[config.mk]
export PLATFORM = sky130hd
export DESIGN_NAME = free_list
export DESIGN_NICKNAME = d
export VERILOG_FILES = /design/src/rtl/free_list.sv
export SDC_FILE = /design/constraint.sdc
export NUM_CORES = 1
export LEC_CHECK = 0
export ABC_AREA = 1
export BUFFER_PORTS_ARGS = -buffer_cell sky130_fd_sc_hd__buf_2
export CAP_MARGIN = 5
export CORE_UTILIZATION = 68
export CTS_CLUSTER_DIAMETER = 50
export DETAILED_ROUTE_END_ITERATION = 8
export MAX_ROUTING_LAYER = met4
export PLACE_DENSITY = 0.86
export SETUP_SLACK_MARGIN = 0.15
export SKIP_LAST_GASP = 1
export SLEW_MARGIN = 20
export SYNTH_ARGS = -nofsm -noshare
export SYNTH_HDL_FRONTEND = slang
export SYNTH_SLANG_ARGS = --single-unit
[constraint.sdc]
create_clock -name clk -period 9.7 [get_ports clk]
set_clock_uncertainty 0.05 [all_clocks]
set_input_delay 0.485 -clock clk [delete_from_list [all_inputs] [get_ports clk]]
set_output_delay 0.485 -clock clk [all_outputs]
set_load 0.005 [all_outputs]
[src/rtl/free_list.sv]
// Physical-register free list: circular buffer of free tags with a speculative
// allocate head, a committed head for mispredict recovery, and a free tail.
module free_list #(
  parameter int PHY_REGS  = 64,
  parameter int ARCH_REGS = 32,
  parameter int TAG_W     = 6
) (
  input  logic                                   clk,
  input  logic                                   rst,
  input  logic                                   alloc_req,
  output logic [TAG_W-1:0]                       alloc_tag,
  output logic                                   alloc_valid,
  input  logic                                   commit_alloc,
  input  logic                                   free_req,
  input  logic [TAG_W-1:0]                       free_tag,
  input  logic                                   flush,
  output logic [$clog2(PHY_REGS-ARCH_REGS):0]    free_count,
  output logic                                   err
);
  localparam int CAP = PHY_REGS - ARCH_REGS;
  localparam int IW  = $clog2(CAP);
  localparam int PW  = IW + 1;

  logic [TAG_W-1:0] entries [CAP];
  logic [PW-1:0]    head, chead, tail;
  logic [PW-1:0]    head_nxt, chead_nxt, tail_nxt, count_nxt;
  logic             grant, commit_ok, free_ok, full, err_nxt;

  assign alloc_valid = (free_count != '0);
  assign alloc_tag   = entries[head[IW-1:0]];

  // Next-state: pointers wrap modulo 2*CAP through the extra wrap bit.
  always_comb begin
    full      = (free_count == PW'(CAP));
    commit_ok = commit_alloc && (chead != head);
    grant     = alloc_req && alloc_valid && !flush;
    free_ok   = free_req && !full;
    chead_nxt = chead + PW'(commit_ok);
    tail_nxt  = tail + PW'(free_ok);
    if (flush) begin
      // Everything between the committed head and the speculative head returns.
      head_nxt  = chead_nxt;
      count_nxt = free_count + (head - chead_nxt) + PW'(free_ok);
    end else begin
      head_nxt  = head + PW'(grant);
      count_nxt = free_count - PW'(grant) + PW'(free_ok);
    end
    err_nxt = err || (free_req && full) || (commit_alloc && !commit_ok);
  end

  // State update
  always_ff @(posedge clk) begin
    if (rst) begin
      for (int i = 0; i < CAP; i++) entries[i] <= TAG_W'(ARCH_REGS + i);
      head       <= '0;
      chead      <= '0;
      tail       <= '0;
      free_count <= PW'(CAP);
      err        <= 1'b0;
    end else begin
      if (free_ok) entries[tail[IW-1:0]] <= free_tag;
      head       <= head_nxt;
      chead      <= chead_nxt;
      tail       <= tail_nxt;
      free_count <= count_nxt;
      err        <= err_nxt;
    end
  end
endmodule

# Word-level counts from Yosys, hierarchy flattened
# Memories as Yosys holds them, arrays and structs flattened. A register that Yosys moved wholly into a read port is not among the register bits.
# Index checks and enable logic that the tools add are counted.
[op_classes]
add_sub_neg = 8
n_mul = 0
div = 0
magnitude_cmp = 0
n_eq_ne = 2
shift = 0
n_mux = 11
bitwise = 0
reduce_logical = 13
[op_table]
columns = ["operator", "n"]
rows = [
  ["$add 6x1->6", 5],
  ["$mux 6", 3],
  ["$mux 5", 2],
  ["$add 6x6->6", 1],
  ["$eq 6x6->1 const B", 1],
  ["$logic_and 1x1->1", 6],
  ["$mux 1", 6],
  ["$ne 6x6->1", 1],
  ["$reduce_bool 6->1", 1],
  ["$reduce_or 6->1", 1],
  ["$sub 6x1->6", 1],
  ["$sub 6x6->6", 1],
  ["$logic_not 1->1", 3],
  ["$logic_or 1x1->1", 2],
]
[word_totals]
register_bits = 25
latch_bits = 0
mem_bits_rw = 192
mem_bits_ro = 0
inputBits = 12
out_inout_bits = 14
word_cells = 40
n_memories = 1
[mem_list]
columns = ["name", "depth", "word_bits", "rd", "rd_clocked_by_memory_dff", "wr", "line_no", "source"]
rows = [
  ["entries", 32, 6, 1, 1, 32, "24", "logic [TAG_W-1:0] entries [CAP];"],
]

# Longest topological paths before layout
# Gate-level depths: netlist of the first run.
[logic_depth]
ltp_word = 8
mapped_depth = 26
depth_no_buf = 24

# Worst setup path after synthesis of the first run
# Ideal clock, no wire load.
[synth_timing]
path_kind = "reg-to-reg"
start = "register head[0]"
end = "register free_count[5]"
t_arrival_ns = 3.262
path_slack_ns = 6.275
path_stages_with_launch = 25
path_cell_list = "dfxtp_1 > buf_4 > buf_4 > buf_2 > nand2_1 > a22oi_2 > nand3_1 > nand2_1 > inv_1 > ha_1 > ha_1 > nand3_1 > xor2_1 > inv_1 > fa_1 > inv_1 > ha_1 > nand2_1 > inv_1 > nand2_1 > nand2_1 > nor2_1 > nand3_1 > nand3_1 > nand2_1"
[synth_between]
elab_chain_cells = 7
[synth_rtl]
columns = ["item", "line_no", "source"]
rows = [
  ["start, declared", "25", "logic [PW-1:0] head, chead, tail;"],
  ["start signal, assigned", "62", "head <= head_nxt;"],
  ["$ne 6x6->1", "35", "commit_ok = commit_alloc && (chead != head);"],
  ["$logic_and 1x1->1", "35", ""],
  ["$add 6x1->6", "38", "chead_nxt = chead + PW'(commit_ok);"],
  ["net chead_nxt[4]", "26", "logic [PW-1:0] head_nxt, chead_nxt, tail_nxt, count_nxt;"],
  ["$sub 6x6->6", "43", "count_nxt = free_count + (head - chead_nxt) + PW'(free_ok);"],
  ["$add 6x6->6", "43", ""],
  ["$add 6x1->6", "43", ""],
  ["$mux 6", "40", "if (flush) begin"],
  ["end signal, assigned", "58", "free_count <= PW'(CAP);"],
  ["end signal, assigned", "65", "free_count <= count_nxt;"],
  ["end, declared", "17", "output logic [$clog2(PHY_REGS-ARCH_REGS):0] free_count,"],
]
# The timed path passes the listed nets, and every way through them passes these cells.
# A chain may end at the register's enable or synchronous reset.

# Worst setup path after layout of the first run
# Ends and elaborated chain as after synthesis.

==> report_table.html, run 1 <==
<table>
<tr><th>Metric</th><th>Value</th></tr>
<tr><th colspan="2">Routing</th></tr>
<tr><td>Sum of routed wire length over all layers</td><td>25700 um</td></tr>
<tr><td>DRC marker count from the first detailed-route iteration</td><td>1243</td></tr>
<tr><td>Average routed wire per standard cell</td><td>17.1 um</td></tr>
<tr><td>Via density per instance</td><td>5.76</td></tr>
<tr><td>First-pass detailed-route iteration total</td><td>6</td></tr>
<tr><td>Post-route DRC violation count</td><td>0</td></tr>
<tr><td>Routed via count</td><td>about 8.6k</td></tr>
<tr><td>Count of antenna-violating nets left after detailed routing</td><td>0</td></tr>
<tr><th colspan="2">Cells and area</th></tr>
<tr><td>Final std cells w/o fill</td><td>1500</td></tr>
<tr><td>Commonest non-fill, non-tap cell in the layout</td><td>nand2_1</td></tr>
<tr><td>Leading cell types in the layout, fill and taps excluded</td><td>nand2_1 (392), nor2_1 (226), edfxtp_1 (192)</td></tr>
<tr><td>Final Cell Area</td><td>12000 sq um</td></tr>
<tr><td>Utilization after layout</td><td>roughly 76%</td></tr>
<tr><td>Fill cell total of the finished layout</td><td>1074</td></tr>
<tr><td>Layout cells sized above 1</td><td>9.35%</td></tr>
<tr><td>Synth-to-Final Area Change</td><td>9.01%</td></tr>
<tr><td>Final layout net count</td><td>approximately 1.3k</td></tr>
<tr><th colspan="2">STA</th></tr>
<tr><td>Maximum clock rate</td><td>228 MHz</td></tr>
<tr><td>Unrepaired setup endpoints after global routing</td><td>no</td></tr>
<tr><td>Final clock period utilization by the worst path</td><td>45.2%</td></tr>
<tr><td>Hold Vio Cnt, Final</td><td>0</td></tr>
<tr><td>Measured slew at the worst slew-check pin</td><td>approximately 1100 ps</td></tr>
<tr><td>Final min period</td><td>4390 ps</td></tr>
<tr><td>Number of setup violations in the final report</td><td>0</td></tr>
<tr><td>Fin Setup TNS</td><td>0 ps</td></tr>
<tr><td>Final Slew Violations</td><td>0</td></tr>
<tr><td>Slew headroom</td><td>approximately 29%</td></tr>
<tr><th colspan="2">Pwr</th></tr>
<tr><td>Power per cell area</td><td>219 nW/um^2</td></tr>
<tr><td>Leak pwr</td><td>4.66 nW</td></tr>
<tr><td>Peak supply drop</td><td>177 uV</td></tr>
<tr><td>Post-route total power</td><td>2.62 mW</td></tr>
<tr><th colspan="2">Die</th></tr>
<tr><td>Die area</td><td>roughly 17000 sq um</td></tr>
<tr><td>Starting density of the core</td><td>between 60% and 70%</td></tr>
<tr><td>Die height</td><td>129 um</td></tr>
<tr><td>Floorplan core area</td><td>15800 sq um</td></tr>
<tr><td>Number of placed I/O pins</td><td>26</td></tr>
<tr><td>Standard-cell row count</td><td>46</td></tr>
<tr><td>Horizontal die dimension</td><td>129 um</td></tr>
<tr><th colspan="2">Critical path</th></tr>
<tr><td>Count of cells along the worst register-to-register path</td><td>20</td></tr>
<tr><td>End of the worst register-to-register path</td><td>free_count[5]</td></tr>
<tr><td>Critical Path Fanout Max</td><td>99</td></tr>
<tr><td>Launching point of the worst reg2reg path</td><td>head[0]</td></tr>
<tr><td>Cell family with the largest share of critical-path delay</td><td>adder cells</td></tr>
<tr><td>WP buf/inv</td><td>4</td></tr>
<tr><td>Sort of element at the end of the critical path</td><td>flip-flop</td></tr>
<tr><td>Setup crit start kind</td><td>flip-flop</td></tr>
<tr><td>R2r setup slk</td><td>5310 ps</td></tr>
<tr><td>Worst path cell trace</td><td>inv_4 &gt; nand2_1 &gt; a22oi_2 &gt; nand3_1 &gt; nand2_1 &gt; inv_1 &gt; ha_1 &gt; ha_1 &gt; nand3_1 &gt; xor2_1 &gt; inv_1 &gt; fa_1 &gt; inv_1 &gt; ha_1 &gt; a21oi_1 &gt; nand2_1 &gt; nor2_1 &gt; nand3_1 &gt; nand3_1 &gt; nand2_1</td></tr>
<tr><td>Slowest cell on the critical path</td><td>dfxtp_4</td></tr>
<tr><td>Endpoint required time on the critical path</td><td>10060 ps</td></tr>
<tr><td>Data arrival time at the worst-slack endpoint</td><td>4750 ps</td></tr>
<tr><td>Maximum single-stage delay on the critical path</td><td>1000 ps</td></tr>
<tr><td>Critical path class</td><td>flip-flop to flip-flop</td></tr>
<tr><th colspan="2">Clocking</th></tr>
<tr><td>Source-to-sink clock delay at the later pin of the worst-skew pair</td><td>510 ps</td></tr>
<tr><td>Clock-pin slew on the worst setup and hold paths</td><td>about 60 ps</td></tr>
<tr><td>Number of buffers inserted by hold repair at cts</td><td>0</td></tr>
<tr><td>CTS resizes</td><td>0</td></tr>
<tr><td>Depth of the CTS H-tree</td><td>1</td></tr>
<tr><td>Buffer levels on the longest clock path</td><td>3</td></tr>
<tr><td>CTS root buffer</td><td>clkbuf_16</td></tr>
<tr><td>Inserted Clock Buffers</td><td>24</td></tr>
<tr><td>Clock sink count</td><td>216</td></tr>
<tr><td>TritonCTS clock tree</td><td>yes</td></tr>
<tr><td>Setup Buffers After CTS</td><td>0</td></tr>
<tr><th colspan="2">Place</th></tr>
<tr><td>Buffers added on ports</td><td>25</td></tr>
<tr><td>Placed Cells</td><td>~1.5k</td></tr>
<tr><td>Detailed-placement wirelength estimate</td><td>roughly 16000 um</td></tr>
<tr><td>GP Congestion</td><td>0.913</td></tr>
<tr><td>Placed cell areas</td><td>between 10000 and 15000 sq um</td></tr>
<tr><th colspan="2">Worst hold path</th></tr>
<tr><td>Number of stages on the worst hold path</td><td>3</td></tr>
<tr><td>Type of the worst min-delay path</td><td>primary input to flip-flop</td></tr>
<tr><td>Hold path startpoint</td><td>commit_alloc</td></tr>
<tr><td>Endpoint with the worst hold slack</td><td>err</td></tr>
<tr><th colspan="2">Global route</th></tr>
<tr><td>Vias in the first global route</td><td>between 8k and 9k</td></tr>
<tr><td>Pin count of the biggest net entering global routing</td><td>100</td></tr>
<tr><td>Remaining global-route overflow</td><td>0</td></tr>
<tr><td>Overall fraction of global-route tracks in use</td><td>33.2%</td></tr>
<tr><td>Antenna violations before repair</td><td>1</td></tr>
<tr><td>Global-route wire length before repair</td><td>40300 um</td></tr>
<tr><th colspan="2">Status</th></tr>
<tr><td>Run status</td><td>complete, no violations</td></tr>
<tr><th colspan="2">Logic synthesis</th></tr>
<tr><td>Unique masters post-synth</td><td>30</td></tr>
<tr><td>Post-synthesis register bit count</td><td>216</td></tr>
<tr><td>Sequential cell area fraction in the yosys report</td><td>57.0%</td></tr>
<tr><td>Synthesized netlist net count</td><td>roughly 1.3k</td></tr>
<tr><td>Synth warnings</td><td>0</td></tr>
<tr><td>Area of the mapped netlist</td><td>11000 sq um</td></tr>
<tr><td>Number of instances in the synthesized netlist</td><td>1270</td></tr>
<tr><td>Syn_area_per_cell</td><td>8.64 sq um</td></tr>
<tr><th colspan="2">Job</th></tr>
<tr><td>MaxCap Viol Count</td><td>0</td></tr>
</table>
## synth_stat cells, drive strengths merged
cell	n	area share, %
xor2	7	0.56
o22ai	1	0.057
clkbuf	36	1.2
clkinv	3	0.10
nor2	244	9.2
a21oi	26	1.2
nand4	4	0.29
edfxtp	192	53
o21ai	54	2.5
fa	7	1.3
nor3	4	0.18
dfxtp	24	4.4
nand3	100	4.8
nand2	395	14
ha	20	2.3
a22oi	1	0.11
a221oi	1	0.080
o21bai	1	0.068
buf	28	1.4
inv	122	4.2
## worst register-to-register path, stage by stage (launching register included)
cell	delay (ps)
dfxtp_4	1000
inv_4	580
nand2_1	220
a22oi_2	100
nand3_1	70
nand2_1	50
inv_1	50
ha_1	150
ha_1	180
nand3_1	100
xor2_1	230
inv_1	90
fa_1	480
inv_1	50
ha_1	320
a21oi_1	160
nand2_1	70
nor2_1	120
nand3_1	90
nand3_1	80
nand2_1	50
## layer usage
metal,vias to the layer above,global-route usage [%],wire length (um)
li1,4078,-,-
met1,3944,43.1,9610
met2,522,52.4,12300
met3,93,6.78,3000
met4,0,11.7,774
met5,-,-,0
## area by class of cell
cell class | instances | area (sq um) | area share (%)
tap | 216 | 270 | 2.26
multi-input combinational | 865 | 3960 | 33.2
clock inverter | 16 | 154 | 1.29
antenna | 1 | 2.50 | 0.0209
clock buffer | 28 | 657 | 5.49
inverter | 125 | 472 | 3.95
timing repair buffer | 33 | 185 | 1.55
sequential | 216 | 6250 | 52.3
## metrics by stage
stage	hold WS (ps)	setup WS, ps
2_1_floorplan	420	6280
3_3_place_gp	446	5420
3_5_place_dp	482	5280
4_1_cts	275	5300
5_1_grt	315	4880
6_report	280	5310
## power breakdown
| group | internal (mW) | switching [mW] |
|---|---|---|
| sequential | 1.05 | 0.0644 |
| clock | 0.545 | 0.374 |
| combinational | 0.201 | 0.383 |
| total | 1.79 | 0.822 |
## kinds of logic (layout without fill, tap and decap cells)
kind of cell | count (synthesis) | after routing | synth area share (%)
AO/OA/AOI/OAI | 84 | 84 | 3.97
XOR/XNOR | 7 | 7 | 0.559
adder cells (fa/ha/maj) | 27 | 27 | 3.56
buffers and inverters | 189 | 202 | 6.90
flip-flops | 216 | 216 | 57.0
other | 0 | 1 | 0
AND/OR/NAND/NOR | 747 | 747 | 28.1
## how the worst max path moves through the flow
stage,startpoint,end,slack [ps],depth (start not counted)
after global routing,head[0],free_count[5],4880,22
after floorplan,head[0],free_count[5],6280,24
after detailed placement,head[0],free_count[5],5280,22
after CTS,head[0],free_count[5],5300,22
after global placement,head[0],free_count[5],5420,22
final,head[0],free_count[5],5310,20
## sequential cells by signal, summed over array words and instances (netlist names)
signal / cells
free_count: 6
tail: 5
entries: 192
chead: 6
head: 6
err: 1
Note: power is estimated with default switching activity, not from simulation.
==> run 2: changes to the inputs <==
--- a/config.mk
+++ b/config.mk
@@ -8,11 +8,11 @@
 export ABC_AREA = 1
 export BUFFER_PORTS_ARGS = -buffer_cell sky130_fd_sc_hd__buf_2
 export CAP_MARGIN = 5
-export CORE_UTILIZATION = 68
+export CORE_UTILIZATION = 57
 export CTS_CLUSTER_DIAMETER = 50
 export DETAILED_ROUTE_END_ITERATION = 8
 export MAX_ROUTING_LAYER = met4
-export PLACE_DENSITY = 0.86
+export PLACE_DENSITY = 0.77
 export SETUP_SLACK_MARGIN = 0.15
 export SKIP_LAST_GASP = 1
 export SLEW_MARGIN = 20
==> constraint.sdc (replaced) <==
create_clock -name clk -period 3.6 [get_ports clk]
set_clock_uncertainty 0.05 [all_clocks]
set_input_delay 0.18 -clock clk [delete_from_list [all_inputs] [get_ports clk]]
set_output_delay 0.18 -clock clk [all_outputs]
set_load 0.005 [all_outputs]
==> report_table.html, run 2 (same netlist as run 1, synthesis figures left out) <==
<table>
<tr><th>Metric</th><th>Value</th></tr>
<tr><th colspan="2">Routing</th></tr>
<tr><td>Routed via count</td><td>8529 (was 8637)</td></tr>
<tr><td>First-pass detailed-route iteration total</td><td>5 (was 6)</td></tr>
<tr><td>DRC marker count from the first detailed-route iteration</td><td>836 (was 1243)</td></tr>
<tr><td>Via density per instance</td><td>5.56 (was 5.76)</td></tr>
<tr><td>Post-route DRC violation count</td><td>0 (unchanged)</td></tr>
<tr><td>Sum of routed wire length over all layers</td><td>26300 um (was 25700 um)</td></tr>
<tr><td>Count of antenna-violating nets left after detailed routing</td><td>0 (unchanged)</td></tr>
<tr><td>Average routed wire per standard cell</td><td>17.2 um (was 17.1 um)</td></tr>
<tr><th colspan="2">Die</th></tr>
<tr><td>Floorplan core area</td><td>18800 sq um (was 15800 sq um)</td></tr>
<tr><td>Standard-cell row count</td><td>50 (was 46)</td></tr>
<tr><td>Die area</td><td>19800 sq um (was 16600 sq um)</td></tr>
<tr><td>Die height</td><td>141 um (was 129 um)</td></tr>
<tr><td>Horizontal die dimension</td><td>141 um (was 129 um)</td></tr>
<tr><td>Starting density of the core</td><td>58.4% (was 69.3%)</td></tr>
<tr><td>Number of placed I/O pins</td><td>26 (unchanged)</td></tr>
<tr><th colspan="2">Critical path</th></tr>
<tr><td>Critical path class</td><td>flip-flop to flip-flop (unchanged)</td></tr>
<tr><td>Data arrival time at the worst-slack endpoint</td><td>3630 ps (was 4750 ps)</td></tr>
<tr><td>Worst setup path startpoint</td><td>head[5] (was head[0])</td></tr>
<tr><td>Endpoint required time on the critical path</td><td>3970 ps (was 10060 ps)</td></tr>
<tr><td>Sort of element at the end of the critical path</td><td>flip-flop (unchanged)</td></tr>
<tr><td>Critical Path Fanout Max</td><td>5 (was 99)</td></tr>
<tr><td>Setup crit start kind</td><td>flip-flop (unchanged)</td></tr>
<tr><td>Launching point of the worst reg2reg path</td><td>head[5] (was head[0])</td></tr>
<tr><th colspan="2">Place</th></tr>
<tr><td>Detailed-placement wirelength estimate</td><td>16400 um (was 15900 um)</td></tr>
<tr><td>Placed cell areas</td><td>11200 sq um (was 11100 sq um)</td></tr>
<tr><td>GP Congestion</td><td>0.889 (was 0.913)</td></tr>
<tr><td>Buffers added on ports</td><td>25 (unchanged)</td></tr>
<tr><td>Placed Cells</td><td>1480 (was 1455)</td></tr>
<tr><th colspan="2">Global route</th></tr>
<tr><td>Global-route wire length before repair</td><td>41500 um (was 40300 um)</td></tr>
<tr><td>Antenna violations before repair</td><td>0 (was 1)</td></tr>
<tr><td>Remaining global-route overflow</td><td>0 (unchanged)</td></tr>
<tr><td>Pin count of the biggest net entering global routing</td><td>98 (was 100)</td></tr>
<tr><td>Vias in the first global route</td><td>8253 (was 8073)</td></tr>
<tr><td>Overall fraction of global-route tracks in use</td><td>28.3% (was 33.2%)</td></tr>
<tr><th colspan="2">STA</th></tr>
<tr><td>Final Slew Violations</td><td>0 (unchanged)</td></tr>
<tr><td>Final clock period utilization by the worst path</td><td>90.6% (was 45.2%)</td></tr>
<tr><td>Hold Vio Cnt, Final</td><td>0 (unchanged)</td></tr>
<tr><td>Maximum clock rate</td><td>307 MHz (was 228 MHz)</td></tr>
<tr><td>Fin Setup TNS</td><td>0 ps (unchanged)</td></tr>
<tr><td>Final min period</td><td>3260 ps (was 4390 ps)</td></tr>
<tr><td>Unrepaired setup endpoints after global routing</td><td>no (unchanged)</td></tr>
<tr><td>Measured slew at the worst slew-check pin</td><td>1050 ps (was 1070 ps)</td></tr>
<tr><td>Number of setup violations in the final report</td><td>0 (unchanged)</td></tr>
<tr><td>Slew headroom</td><td>29.8% (was 28.8%)</td></tr>
<tr><th colspan="2">Pwr</th></tr>
<tr><td>Post-route total power</td><td>7.25 mW (was 2.62 mW)</td></tr>
<tr><td>Internal Power</td><td>4.95 mW (was 1.79 mW)</td></tr>
<tr><td>Power per cell area</td><td>596 nW/um^2 (was 219 nW/um^2)</td></tr>
<tr><td>Switching power total</td><td>2.29 mW (was 0.822 mW)</td></tr>
<tr><td>Switching share of power</td><td>31.6% (was 31.4%)</td></tr>
<tr><td>Leak pwr</td><td>4.73 nW (was 4.66 nW)</td></tr>
<tr><td>Fraction of power consumed by the clock network</td><td>36.2% (was 35.1%)</td></tr>
<tr><td>Peak supply drop</td><td>419 uV (was 177 uV)</td></tr>
<tr><td>Relative contribution of combinational cells to total power</td><td>23.8% (was 22.3%)</td></tr>
<tr><td>Sequential share of power</td><td>40.0% (was 42.6%)</td></tr>
<tr><th colspan="2">Clocking</th></tr>
<tr><td>Source-to-sink clock delay at the later pin of the worst-skew pair</td><td>530 ps (was 510 ps)</td></tr>
<tr><td>CTS root buffer</td><td>clkbuf_16 (unchanged)</td></tr>
<tr><td>TritonCTS clock tree</td><td>yes (unchanged)</td></tr>
<tr><td>Clock sink count</td><td>216 (unchanged)</td></tr>
<tr><td>Buffer levels on the longest clock path</td><td>3 (unchanged)</td></tr>
<tr><td>Depth of the CTS H-tree</td><td>1 (unchanged)</td></tr>
<tr><td>Inserted Clock Buffers</td><td>26 (was 24)</td></tr>
<tr><td>Clock-pin slew on the worst setup and hold paths</td><td>60 ps (about the same)</td></tr>
<tr><th colspan="2">Cells and area</th></tr>
<tr><td>Final std cells w/o fill</td><td>1533 (was 1500)</td></tr>
<tr><td>Layout cells sized above 1</td><td>10.7% (was 9.35%)</td></tr>
<tr><td>Antenna Cells</td><td>0 (was 1)</td></tr>
<tr><td>Biggest register</td><td>entries (unchanged)</td></tr>
<tr><td>Leading cell types in the layout, fill and taps excluded</td><td>nand2_1 (391), nor2_1 (225), edfxtp_1 (192) (was nand2_1 (392), nor2_1 (226), edfxtp_1 (192))</td></tr>
<tr><td>Flip-flop count of the largest register, all copies and words added</td><td>192 (unchanged)</td></tr>
<tr><td>Commonest non-fill, non-tap cell in the layout</td><td>nand2_1 (unchanged)</td></tr>
<tr><td>Synth-to-Final Area Change</td><td>11.0% (was 9.01%)</td></tr>
<tr><td>Final layout net count</td><td>1318 (was 1304)</td></tr>
<tr><td>Final Cell Area</td><td>12200 sq um (was 12000 sq um)</td></tr>
<tr><th colspan="2">Status</th></tr>
<tr><td>Run status</td><td>complete, no violations (unchanged)</td></tr>
<tr><th colspan="2">Worst hold path</th></tr>
<tr><td>Type of the worst min-delay path</td><td>primary input to flip-flop (unchanged)</td></tr>
<tr><td>Hold path startpoint</td><td>rst (was commit_alloc)</td></tr>
<tr><th colspan="2">Job</th></tr>
<tr><td>MaxCap Viol Count</td><td>0 (unchanged)</td></tr>
</table>
-- run 2: cell count changes in the layout (fill, tap and decap cells not counted), moves of 2 or more --
cell / before / now
dlygate4sd3_1: 0 / 3
inv_8: 3 / 1
clkinvlp_4: 1 / 4
clkbuf_8: 2 / 0
buf_4: 8 / 17
dfxtp_2: 1 / 3
clkinv_4: 0 / 2
dfxtp_1: 22 / 20
clkbuf_1: 1 / 3
clkinv_2: 8 / 6
-- run 2: path summary, 6_finish.rpt --
check / slack, ps / cells past startpoint / end
setup / recovery: 340 / 22 / free_count[5]
hold / removal: 30 / 2 / chead[3]
setup reg to reg: 340 / 22 / free_count[5]
hold reg to reg: 480 / 2 / chead[5]
-- run 2: power by group through the flow --
stage / Clock (mW) / Combinational, mW / Sequential, mW
floorplan: 0 / 1.25 / 2.93
global placement: 0 / 1.62 / 2.95
detailed placement: 0 / 1.66 / 2.95
CTS: 2.64 / 1.68 / 2.90
global route: 2.75 / 1.96 / 2.91
finish: 2.63 / 1.73 / 2.90
-- run 2: area by class of cell --
class                           count  area, sq um
Tap cell                          234          293
Clock buffer                       29          662
Inverter                          125          472
Clock inverter                     19          208
Timing Repair Buffer               45          283
Fill cell                        1542         6600
Multi-Input combinational cell    865         4000
Sequential cell                   216         6250
-- run 2: layer usage --
layer	routed length, um	GRT usage [%]	up-vias
li1	-	-	4103
met1	10600	35.9	3995
met2	12700	46.7	359
met3	2190	3.63	72
met4	837	10.4	0
met5	0	-	-
-- run 2: timing repair --
action | 4_1_cts | 5_1_grt
gates resized for setup | 2 | 6
pin swaps | 0 | 1
setup buffers | 0 | 2
setup endpoints to repair | 1 | 1
hold endpoints to repair | 4 | 0
hold buffers | 3 | 0
-- run 2: per-stage QoR --
stage	hold slack, ps	utilization (%)	worst slack (ps)
3_3_place_gp	452	59.8	299
4_1_cts	16.2	64.6	204
5_1_grt	40.6	64.8	135
6_report	31.8	64.8	339
3_5_place_dp	473	59.8	131
2_1_floorplan	300	-	175
-- run 2: worst max-delay path: stages (launching register included) --
cell and delay (ps):
dfxtp_2 360, inv_1 60, nand2_1 60, nand2_1 100
nor3_2 210, nand3_1 100, nand2_1 60, inv_1 40
ha_1 190, ha_1 220, nand3_2 100, xor2_2 150
inv_1 70, fa_1 480, inv_1 60, ha_4 280
nand2_2 50, nor3_1 200, nor2_2 80, inv_1 60
nand2_1 50, nand3_1 70, nand2_1 60
==> run 3: changes to the inputs <==
--- a/config.mk
+++ b/config.mk
@@ -8,11 +8,14 @@
 export ABC_AREA = 1
 export BUFFER_PORTS_ARGS = -buffer_cell sky130_fd_sc_hd__buf_2
 export CAP_MARGIN = 5
+export CORE_MARGIN = 2
 export CORE_UTILIZATION = 57
 export CTS_CLUSTER_DIAMETER = 50
+export CTS_CLUSTER_SIZE = 16
 export DETAILED_ROUTE_END_ITERATION = 8
 export MAX_ROUTING_LAYER = met4
 export PLACE_DENSITY = 0.77
+export RECOVER_POWER = 100
 export SETUP_SLACK_MARGIN = 0.15
 export SKIP_LAST_GASP = 1
 export SLEW_MARGIN = 20
==> report_table.html, run 3 (same netlist as run 1, synthesis figures left out) <==
<table>
<tr><th>Metric</th><th>Value</th></tr>
<tr><th colspan="2">STA</th></tr>
<tr><td>Measured slew at the worst slew-check pin</td><td>1050 ps (about the same)</td></tr>
<tr><td>Min Hold Slack</td><td>-7.03 ps (was 31.8 ps)</td></tr>
<tr><td>Hold Vio Cnt, Final</td><td>1 (was 0)</td></tr>
<tr><td>Final Slew Violations</td><td>0 (unchanged)</td></tr>
<tr><td>Final clock period utilization by the worst path</td><td>90.8% (was 90.6%)</td></tr>
<tr><td>Maximum clock rate</td><td>306 MHz (was 307 MHz)</td></tr>
<tr><td>Number of setup violations in the final report</td><td>0 (unchanged)</td></tr>
<tr><td>Worst-case setup margin in the final layout</td><td>330 ps (was 339 ps)</td></tr>
<tr><td>Slew headroom</td><td>30.3% (was 29.8%)</td></tr>
<tr><td>Fin Setup TNS</td><td>0 ps (unchanged)</td></tr>
<tr><td>Final min period</td><td>3270 ps (was 3260 ps)</td></tr>
<tr><td>Unrepaired setup endpoints after global routing</td><td>no (unchanged)</td></tr>
<tr><th colspan="2">Place</th></tr>
<tr><td>Placed cell areas</td><td>11200 sq um (about the same)</td></tr>
<tr><td>Pre-CTS setup slack</td><td>191 ps (was 131 ps)</td></tr>
<tr><td>Buffers added on ports</td><td>25 (unchanged)</td></tr>
<tr><td>Placed Cells</td><td>1484 (was 1480)</td></tr>
<tr><td>GP Congestion</td><td>0.884 (was 0.889)</td></tr>
<tr><td>Detailed-placement wirelength estimate</td><td>16500 um (was 16400 um)</td></tr>
<tr><th colspan="2">Routing</th></tr>
<tr><td>Post-route DRC violation count</td><td>0 (unchanged)</td></tr>
<tr><td>Count of antenna-violating nets left after detailed routing</td><td>0 (unchanged)</td></tr>
<tr><td>Routed via count</td><td>8545 (was 8529)</td></tr>
<tr><td>First-pass detailed-route iteration total</td><td>5 (unchanged)</td></tr>
<tr><td>Via density per instance</td><td>5.61 (was 5.56)</td></tr>
<tr><td>Sum of routed wire length over all layers</td><td>25700 um (was 26300 um)</td></tr>
<tr><td>Average routed wire per standard cell</td><td>16.9 um (was 17.2 um)</td></tr>
<tr><td>DRC marker count from the first detailed-route iteration</td><td>824 (was 836)</td></tr>
<tr><th colspan="2">Global route</th></tr>
<tr><td>Pin count of the biggest net entering global routing</td><td>98 (unchanged)</td></tr>
<tr><td>Global-route wire length before repair</td><td>40600 um (was 41500 um)</td></tr>
<tr><td>Remaining global-route overflow</td><td>0 (unchanged)</td></tr>
<tr><td>Overall fraction of global-route tracks in use</td><td>26.3% (was 28.3%)</td></tr>
<tr><td>Vias in the first global route</td><td>8143 (was 8253)</td></tr>
<tr><td>Antenna violations before repair</td><td>0 (unchanged)</td></tr>
<tr><th colspan="2">Clocking</th></tr>
<tr><td>Inserted Clock Buffers</td><td>22 (was 26)</td></tr>
<tr><td>Source-to-sink clock delay at the later pin of the worst-skew pair</td><td>500 ps (was 530 ps)</td></tr>
<tr><td>CTS root buffer</td><td>clkbuf_16 (unchanged)</td></tr>
<tr><td>Buffer levels on the longest clock path</td><td>3 (unchanged)</td></tr>
<tr><td>Clock sink count</td><td>216 (unchanged)</td></tr>
<tr><td>Depth of the CTS H-tree</td><td>1 (unchanged)</td></tr>
<tr><td>TritonCTS clock tree</td><td>yes (unchanged)</td></tr>
<tr><td>Clock-pin slew on the worst setup and hold paths</td><td>60 ps (about the same)</td></tr>
<tr><th colspan="2">Pwr</th></tr>
<tr><td>Peak supply drop</td><td>297 uV (was 419 uV)</td></tr>
<tr><td>Leak pwr</td><td>4.62 nW (was 4.73 nW)</td></tr>
<tr><td>Power per cell area</td><td>577 nW/um^2 (was 596 nW/um^2)</td></tr>
<tr><th colspan="2">Job</th></tr>
<tr><td>MaxCap Viol Count</td><td>0 (unchanged)</td></tr>
<tr><th colspan="2">Cells and area</th></tr>
<tr><td>Final Cell Area</td><td>11900 sq um (was 12200 sq um)</td></tr>
<tr><td>Biggest register</td><td>entries (unchanged)</td></tr>
<tr><td>Utilization after layout</td><td>63.3% (was 64.8%)</td></tr>
<tr><td>Layout cells sized above 1</td><td>7.13% (was 10.7%)</td></tr>
<tr><td>Leading cell types in the layout, fill and taps excluded</td><td>nand2_1 (393), nor2_1 (243), edfxtp_1 (192) (was nand2_1 (391), nor2_1 (225), edfxtp_1 (192))</td></tr>
<tr><td>Antenna Cells</td><td>0 (unchanged)</td></tr>
<tr><td>Commonest non-fill, non-tap cell in the layout</td><td>nand2_1 (unchanged)</td></tr>
<tr><td>Synth-to-Final Area Change</td><td>8.35% (was 11.0%)</td></tr>
<tr><td>Final layout net count</td><td>1315 (was 1318)</td></tr>
<tr><td>Final std cells w/o fill</td><td>1524 (was 1533)</td></tr>
<tr><td>Fill cell total of the finished layout</td><td>1550 (was 1542)</td></tr>
<tr><td>Flip-flop count of the largest register, all copies and words added</td><td>192 (unchanged)</td></tr>
<tr><th colspan="2">Die</th></tr>
<tr><td>Standard-cell row count</td><td>50 (unchanged)</td></tr>
<tr><td>Horizontal die dimension</td><td>143 um (was 141 um)</td></tr>
<tr><td>Die area</td><td>20400 sq um (was 19800 sq um)</td></tr>
<tr><td>Die height</td><td>143 um (was 141 um)</td></tr>
<tr><td>Starting density of the core</td><td>58.4% (unchanged)</td></tr>
<tr><td>Number of placed I/O pins</td><td>26 (unchanged)</td></tr>
<tr><td>Floorplan core area</td><td>18800 sq um (unchanged)</td></tr>
<tr><th colspan="2">Critical path</th></tr>
<tr><td>Maximum single-stage delay on the critical path</td><td>470 ps (was 480 ps)</td></tr>
<tr><td>Worst path most repeated cell</td><td>nand2_1</td></tr>
<tr><td>Endpoint required time on the critical path</td><td>3950 ps (was 3970 ps)</td></tr>
<tr><td>Worst path cell trace</td><td>inv_1 &gt; nand2_1 &gt; nand2_1 &gt; nor3_2 &gt; nand3_1 &gt; nand2_1 &gt; inv_1 &gt; ha_1 &gt; ha_1 &gt; nand3_1 &gt; xor2_2 &gt; inv_1 &gt; fa_1 &gt; inv_1 &gt; ha_4 &gt; a21oi_1 &gt; nand2_1 &gt; nor2_2 &gt; nand3_1 &gt; nand3_1 &gt; nand2_1 (was inv_1 &gt; nand2_1 &gt; nand2_1 &gt; nor3_2 &gt; nand3_1 &gt; nand2_1 &gt; inv_1 &gt; ha_1 &gt; ha_1 &gt; nand3_2 &gt; xor2_2 &gt; inv_1 &gt; fa_1 &gt; inv_1 &gt; ha_4 &gt; nand2_2 &gt; nor3_1 &gt; nor2_2 &gt; inv_1 &gt; nand2_1 &gt; nand3_1 &gt; nand2_1)</td></tr>
<tr><td>WP buf/inv</td><td>4 (was 5)</td></tr>
<tr><td>Setup crit start kind</td><td>flip-flop (unchanged)</td></tr>
<tr><td>Data arrival time at the worst-slack endpoint</td><td>3620 ps (was 3630 ps)</td></tr>
<tr><td>Sort of element at the end of the critical path</td><td>flip-flop (unchanged)</td></tr>
<tr><td>Cell family with the largest share of critical-path delay</td><td>simple AND/OR/NAND/NOR gates (was adder cells)</td></tr>
<tr><td>Critical Path Fanout Max</td><td>4 (was 5)</td></tr>
<tr><td>Slowest cell on the critical path</td><td>fa_1 (unchanged)</td></tr>
<tr><td>Critical path class</td><td>flip-flop to flip-flop (unchanged)</td></tr>
<tr><th colspan="2">Worst hold path</th></tr>
<tr><td>Type of the worst min-delay path</td><td>primary input to flip-flop (unchanged)</td></tr>
<tr><th colspan="2">Status</th></tr>
<tr><td>Violations in the final reports</td><td>negative hold slack</td></tr>
<tr><td>Run status</td><td>finished with violations (was complete, no violations)</td></tr>
</table>
-- run 3: stage by stage --
step	total power, mW	hold WS (ps)
after floorplan	4.19	300
after global placement	4.58	442
final	6.85	-7.03
after CTS	6.84	5.68
after global routing	7.21	0.0580
after detailed placement	4.62	444
-- run 3: path summary, 6_finish.rpt --
check / from / end / slack [ps] / cells past startpoint
setup / recovery: chead[5] / free_count[5] / 330 / 21
hold / removal: free_req / err / -7 / 5
setup reg to reg: chead[5] / free_count[5] / 330 / 21
hold reg to reg: tail[4] / tail[4] / 460 / 2
-- run 3: final cells by class --
type | count | area [sq um] | share of cell area [%]
clock buffers | 27 | 601 | 5.05
clock inverters | 11 | 93.8 | 0.790
inverters | 125 | 472 | 3.97
multi-input cells | 865 | 3900 | 32.8
flip-flops and latches | 216 | 6250 | 52.6
well taps | 234 | 293 | 2.46
repair buffers | 46 | 279 | 2.35
-- run 3: worst reg2reg max path, cell delays in order (launching register included) --
cell	delay (ps)
dfxtp_1	370
inv_1	90
nand2_1	70
nand2_1	100
nor3_2	210
nand3_1	100
nand2_1	60
inv_1	40
ha_1	180
ha_1	200
nand3_1	130
xor2_2	170
inv_1	70
fa_1	470
inv_1	60
ha_4	220
a21oi_1	140
nand2_1	80
nor2_2	110
nand3_1	90
nand3_1	90
nand2_1	50
-- run 3: what timing repair did --
item                                    4_1_cts  5_1_grt
gates resized for setup                       0       11
endpoints found under the setup margin        0        3
hold endpoints to repair                      1        0
hold buffers                                  1        0
setup buffers                                 0        1
-- run 3: power by group --
group / internal, mW / total (mW) / switching, mW
Sequential: 2.82 / 2.89 / 0.0679
Clock: 1.22 / 2.23 / 1.01
Combinational: 0.573 / 1.74 / 1.16
Total: 4.61 / 6.85 / 2.24
-- run 3: per-layer routing --
layer | track usage [%] | wire length (um) | vias up
met1 | 34.9 | 10500 | 3999
met4 | 9.17 | 890 | 0
met3 | 4.19 | 2210 | 79
li1 | - | - | 4084
met5 | - | 0 | -
met2 | 41.7 | 12100 | 383
